**src/rtl/cam_capture_ctrl.sv**
```systemverilog
// Camera write-side sequencer: samples an OV7670-style bus, packs RGB565 byte
// pairs into RGB332 pixels and writes one frame into the frame buffer.
module cam_capture_ctrl #(
  parameter int unsigned AW    = 15,
  parameter int unsigned DW    = 8,
  parameter int unsigned IMG_W = 160,
  parameter int unsigned IMG_H = 120
) (
  input  logic          clk,
  input  logic          rst,
  input  logic          cam_pclk,
  input  logic          cam_vsync,
  input  logic          cam_href,
  input  logic [7:0]    cam_data,
  input  logic          capture_en,
  output logic [AW-1:0] mem_addr,
  output logic [DW-1:0] mem_data,
  output logic          mem_wr,
  output logic          frame_done,
  output logic          busy,
  output logic          line_err
);

  localparam int unsigned CW = $clog2(IMG_W + 1);
  localparam int unsigned RW = $clog2(IMG_H + 1);
  localparam logic [CW-1:0] COL_MAX  = CW'(IMG_W);
  localparam logic [RW-1:0] ROW_MAX  = RW'(IMG_H);
  localparam logic [AW-1:0] ROW_STEP = AW'(IMG_W);

  typedef enum logic [1:0] {
    IDLE,
    WAIT_VS,
    CAPTURE,
    DONE
  } state_t;

  state_t state, state_nx;

  // [0],[1] form the synchroniser, [2] is the previous synchronised value
  logic [2:0] pclk_sr, href_sr, vsync_sr;
  logic [7:0] data_s1, data_s2;

  logic [CW-1:0] col;
  logic [RW-1:0] row;
  logic [AW-1:0] row_base;
  logic          phase;
  logic [5:0]    b1_bits;

  logic pclk_rise, byte_acc, href_fall, vsync_fall, vsync_rise, phase_after;
  logic [7:0] pixel;

  always_ff @(posedge clk) begin
    if (!rst) begin
      pclk_sr  <= '0;
      href_sr  <= '0;
      vsync_sr <= '0;
      data_s1  <= '0;
      data_s2  <= '0;
    end else begin
      pclk_sr  <= {pclk_sr[1:0], cam_pclk};
      href_sr  <= {href_sr[1:0], cam_href};
      vsync_sr <= {vsync_sr[1:0], cam_vsync};
      data_s1  <= cam_data;
      data_s2  <= data_s1;
    end
  end

  assign pclk_rise   = pclk_sr[1] & ~pclk_sr[2];
  assign byte_acc    = pclk_rise & href_sr[1];
  assign href_fall   = href_sr[2] & ~href_sr[1];
  assign vsync_fall  = vsync_sr[2] & ~vsync_sr[1];
  assign vsync_rise  = vsync_sr[1] & ~vsync_sr[2];
  assign phase_after = byte_acc ? ~phase : phase;
  assign pixel       = {b1_bits, data_s2[4:3]};

  always_ff @(posedge clk) begin
    if (!rst) state <= IDLE;
    else      state <= state_nx;
  end

  always_comb begin
    state_nx = state;
    case (state)
      IDLE:    if (capture_en) state_nx = WAIT_VS;
      WAIT_VS: if (vsync_fall) state_nx = CAPTURE;
      CAPTURE: if (vsync_rise) state_nx = DONE;
      DONE:    state_nx = capture_en ? WAIT_VS : IDLE;
      default: state_nx = IDLE;
    endcase
  end

  // Pixel packing, address generation and status flags
  always_ff @(posedge clk) begin
    if (!rst) begin
      mem_addr   <= '0;
      mem_data   <= '0;
      mem_wr     <= 1'b0;
      frame_done <= 1'b0;
      busy       <= 1'b0;
      line_err   <= 1'b0;
      col        <= '0;
      row        <= '0;
      row_base   <= '0;
      phase      <= 1'b0;
      b1_bits    <= '0;
    end else begin
      mem_wr     <= 1'b0;
      frame_done <= 1'b0;
      case (state)
        WAIT_VS: begin
          if (vsync_fall) begin
            busy     <= 1'b1;
            line_err <= 1'b0;
            col      <= '0;
            row      <= '0;
            row_base <= '0;
            phase    <= 1'b0;
          end
        end
        CAPTURE: begin
          if (byte_acc) begin
            if (!phase) begin
              b1_bits <= {data_s2[7:5], data_s2[2:0]};
              phase   <= 1'b1;
            end else begin
              phase <= 1'b0;
              if (col < COL_MAX) begin
                col <= col + CW'(1);
                if (row < ROW_MAX) begin
                  mem_wr   <= 1'b1;
                  mem_addr <= row_base + AW'(col);
                  mem_data <= DW'(pixel);
                end
              end
            end
          end
          // Line end runs after any byte accepted in the same cycle
          if (href_fall) begin
            if (phase_after) line_err <= 1'b1;
            if (row < ROW_MAX) begin
              row_base <= row_base + ROW_STEP;
              row      <= row + RW'(1);
            end
            col   <= '0;
            phase <= 1'b0;
          end
          if (vsync_rise) begin
            frame_done <= 1'b1;
            busy       <= 1'b0;
          end
        end
        default: ;
      endcase
    end
  end

endmodule

```
**config.mk**
```make
export PLATFORM = sky130hd
export DESIGN_NAME = cam_capture_ctrl
export DESIGN_NICKNAME = d
export VERILOG_FILES = /design/src/rtl/cam_capture_ctrl.sv
export SDC_FILE = /design/constraint.sdc
export NUM_CORES = 1
export LEC_CHECK = 0
export CAP_MARGIN = 5
export CELL_PAD_IN_SITES_DETAIL_PLACEMENT = 2
export CELL_PAD_IN_SITES_GLOBAL_PLACEMENT = 2
export CORE_UTILIZATION = 37
export DETAILED_ROUTE_END_ITERATION = 16
export PLACE_DENSITY = 0.9
export SYNTH_ARGS = -nofsm -noshare
export SYNTH_HDL_FRONTEND = slang
export SYNTH_SLANG_ARGS = --single-unit
export TNS_END_PERCENT = 50
```
**constraint.sdc**
```tcl
create_clock -name clk -period 4.5 [get_ports clk]
set_input_delay 1.35 -clock clk [delete_from_list [all_inputs] [get_ports clk]]
set_output_delay 1.35 -clock clk [all_outputs]
set_load 0.005 [all_outputs]
```
=== Yosys cells after proc, flatten, opt, wreduce, memory -nomap -nowiden ===
Cells that the tools add are included.

* Output and inout bits: 27
* Flip-flop bits (word level): 91

* Eq/ne operators: 12
* Mux-type cells: 33
* Bitwise gates (word level): 10
* Add/sub/neg operators: 4
* Reductions and logical operators: 12
* Magnitude comparators: 2

{| class="wikitable"
|+ Operator list
! cell !! count
|-
| $mux 15 || 3
|-
| $mux 8 || 5
|-
| $pmux 15 s2 || 1
|-
| $mux 7 || 3
|-
| $pmux 8 s2 || 1
|-
| $add 15x8->15 || 1
|-
| $add 15x8->15 const B || 1
|-
| $reduce_and 5->1 || 3
|-
| $pmux 7 s2 || 1
|-
| $mux 1 || 12
|-
| $ne 2x2->1 const B || 6
|-
| $reduce_and 3->1 || 4
|-
| $ne 3x3->1 const B || 3
|-
| $add 8x1->8 const B || 1
|-
| $lt 8x8->1 const B || 1
|-
| $pmux 2 s4 || 1
|-
| $reduce_and 4->1 || 2
|-
| $add 7x1->7 const B || 1
|-
| $lt 7x7->1 const B || 1
|-
| $mux 2 || 3
|-
| $pmux 1 s2 || 3
|-
| $and 1x1->1 || 5
|-
| $not 1->1 || 5
|-
| $eq 2x2->1 const B || 2
|-
| 4 further kinds || 4
|}

=== Logic depth before layout (Yosys ltp) ===
* Depth in word-level cells: 7
* Mapped depth: 9
* Depth with buffers taken out: 7

=== Worst setup path before layout ===
Ideal clock, no wire load.

* Path kind: input port to flip-flop
* Start point: input rst
* End point: register mem_addr[8]
* Buffers on the path: 1
* Data arrival time: 2.191 ns
* Path slack: 2.248 ns
* Required time: 4.440 ns
* Cell stages on the path: 4
* Cells stage by stage: clkbuf_1 -> clkinv_1 -> nor4_1 -> a311o_1

{| class="wikitable"
|+ RTL lines
! element !! line !! RTL
|-
| from (decl) || 10 || <nowiki>input logic rst,</nowiki>
|-
| to (signal assigned) || 131 || <nowiki>mem_addr <= row_base + AW'(col);</nowiki>
|-
| to (decl) || 16 || <nowiki>output logic [AW-1:0] mem_addr,</nowiki>
|}

==> results by group <==
Yosys
  – Post-synth EDFFs: 0
  – Sequential fraction of the synthesis area: 0.490
  – Synth top area cells: dfxtp_1 (49%), xor2_1 (5.2%), nand2_1 (5.1%)
  – Syn Area/Cell: around 9.1 um^2
  – #FFs+latches synth: 86
  – Synth cell count leaders: dfxtp_1 (86), nand2_1 (48), nor2_1 (36), a21oi_1 (33), and2_1 (28)
  – Syn Inst Count: 388
  – Fraction of registers with async set/reset: 0
  – Dominant cell type by area after synthesis: dfxtp_1
  – Synth warn: 0
  – Main flop type after synthesis: dfxtp_1
  – Post-synth design cell area: 3510 um^2
  – Most common cell in the netlist: dfxtp_1
  – Syn Nets: between 400 and 500
  – Library cells used by synthesis: 47
  – Yosys top cell area share: 0.490

Layout
  – Register area: approximately 1700 um^2
  – Final net count: ~450
  – Fill cells: slightly below 1000
  – Share of cells above drive strength 1: 0.0718
  – P&R area growth vs syn: 21.3%
  – Final Util: 0.461
  – Area of the multi-input gates: roughly 1700 um^2
  – Diode count: 0

Detailed routing
  – Top Metal Used: met4
  – Via count: a little under 3000
  – Per-cell routed wire length: between 15 and 20 um
  – Metal3 WL: about 230 um
  – DRT iter0 DRCs: approximately 70
  – Residual DRC: 0
  – Vias/cell: just over 5
  – Met2 routed WL: between 5000 and 6000 um
  – DRT Pass-1 Iters: 4
  – Met1 wire length: 4550 um
  – Post-route antenna net violation count: 0
  – Final WL: 10500 um

Clocking
  – Clock tree root driver cell: clkbuf_8
  – TritonCTS buffer count: 9
  – CTS Sinks: 86
  – CTS tree: built
  – Max Root-Sink Buffers: 2
  – Post-CTS setup buffers: 0
  – H-tree level count: 3
  – Hold_buf cts: 0
  – Skew-Pair Late Insertion Delay: about 0.37 ns
  – # resized after CTS: 0
  – Clock slew at reported path FFs: 0.10 ns

Power and ir drop
  – Pleak: 1.59 nW
  – Power Density: roughly 420 nW/um^2
  – Worst VDD drop: between 150 and 200 uV

Die
  – Initial Util: 0.380
  – DIE WIDTH: around 100 um
  – I/O pin count: around 40
  – Die height: slightly below 100 um
  – Die footprint: 9890 um^2
  – Total core area: 9240 um^2
  – Row cnt: 35

Setup path
  – Type of the worst setup path: primary input to flop
  – CP max FO: 34
  – Setup crit end kind: flop
  – WP data required: about 4.8 ns
  – Arrival time worst endpoint: 3.18 ns
  – CP startpoint kind: primary input

Timing
  – RSZ-0062 raised after global routing: false
  – Final setup vio count: 0
  – Fin. max-slew vios: 0
  – Hold WS: roughly 0.45 ns
  – Post-layout min period: between 2 and 3 ns
  – Setup total negative slack: 0 ns
  – Tightest Pin Transition: 0.780 ns
  – Final clock skew: 0.0115 ns
  – Fmax: 348 MHz
  – Relative slew slack: 0.480
  – Fin crit share: 0.638
  – Final hold vios: 0

Run status
  – Status: complete, no violations

Global route
  – Number of global-route vias before repair: 3309
  – GRT Total Usage: 0.230
  – Global-route wire length before repair: ~17000 um
  – Initial antenna violation count: 0
  – Grt ovf: 0
  – Largest net degree at the start of global routing: 35

Place
  – Gp weighted congestion: 0.816
  – HPWL Detailed: roughly 6900 um
  – Number of I/O port buffers: 40

Worst hold path
  – HP Class: flop to flop

Flow run
  – Max-cap violations: 0
[registers in the layout (all words and copies together) (netlist names)]
register    flops
b1_bits         6
busy            1
col             8
data_s1         8
data_s2         8
frame_done      1
href_sr         3
line_err        1
mem_addr       15
mem_data        8
mem_wr          1
pclk_sr         3
phase           1
row             7
row_base       10
state           2
vsync_sr        3
[placed cells by master, fill, tap and decap left out, types with 2 or more instances in the layout]
cell type and n:
mux2_2 2, nand3_1 22, a211oi_1 4, clkinvlp_4 3
nor2b_1 2, nor2_1 36, inv_1 4, nand4_1 6
nor4_1 2, a21oi_1 33, a41oi_1 2, mux2i_1 3
nand2b_4 2, dfxtp_1 86, and4_1 3, xnor2_1 4
nand2_1 48, a21o_1 3, o21ai_0 8, nand2b_1 2
ha_1 13, and2_1 28, buf_4 5, clkbuf_8 10
clkdlybuf4s50_1 40, nand4b_1 4, or3_1 3, and3_1 10
xor2_1 21
[path summary, 6_finish.rpt]
| path | startpoint | to | slack, ns | depth (start not counted) |
|---|---|---|---|---|
| min reg2reg | data_s1[0] | data_s2[0] | 0.45 | 1 |
| min | data_s1[0] | data_s2[0] | 0.45 | 1 |
| max reg2reg | state[0] | row_base[13] | 1.95 | 8 |
| max | rst | mem_addr[8] | 1.63 | 5 |
[power by group]
group / leakage [nW] / total (mW) / switching (mW) / internal [mW]
sequential: 0.699 / 0.827 / 0.0306 / 0.796
combinational: 0.793 / 0.401 / 0.257 / 0.145
clock: 0.0951 / 0.576 / 0.301 / 0.275
total: 1.59 / 1.80 / 0.588 / 1.22
[cell families after synthesis]
group           Yosys count  synth area share
simple gates            176             0.255
xor+xnor                 25            0.0623
flops                    86             0.490
other cells               1           0.00107
mux                       5            0.0150
fa+ha+maj                13            0.0463
compound gates           60             0.106
buf+inv                  22            0.0239
[layer usage]
metal / GRT usage / vias to the layer above
met5: 0 / -
met4: 0.103 / 0
met3: 0.0337 / 20
met2: 0.424 / 45
met1: 0.264 / 1432
li1: - / 1401
[per-stage QoR]
stage	area (um^2)	std cells	worst slack, ns	power, mW
after CTS	4260	561	1.63	1.82
after detailed placement	4050	545	1.28	1.24
after global placement	4050	545	1.39	1.21
after global routing	4260	561	1.40	1.88
final	4260	561	1.63	1.80
after floorplan	3510	388	2.25	1.11
[cell type report]
class / count / share of cell area
flip-flops and latches: 86 / 0.404
multi-input cells: 280 / 0.402
repair buffers: 45 / 0.103
well taps: 129 / 0.0379
clock buffers: 10 / 0.0323
clock inverters: 6 / 0.0164
inverters: 5 / 0.00441
[critical path, cell delays in order]
cell and delay (ns):
clkdlybuf4s50_1 0.83, clkinv_1 0.16, buf_4 0.29, nor4_1 0.37, a311o_1 0.18
(Power assumes the default switching activity.)
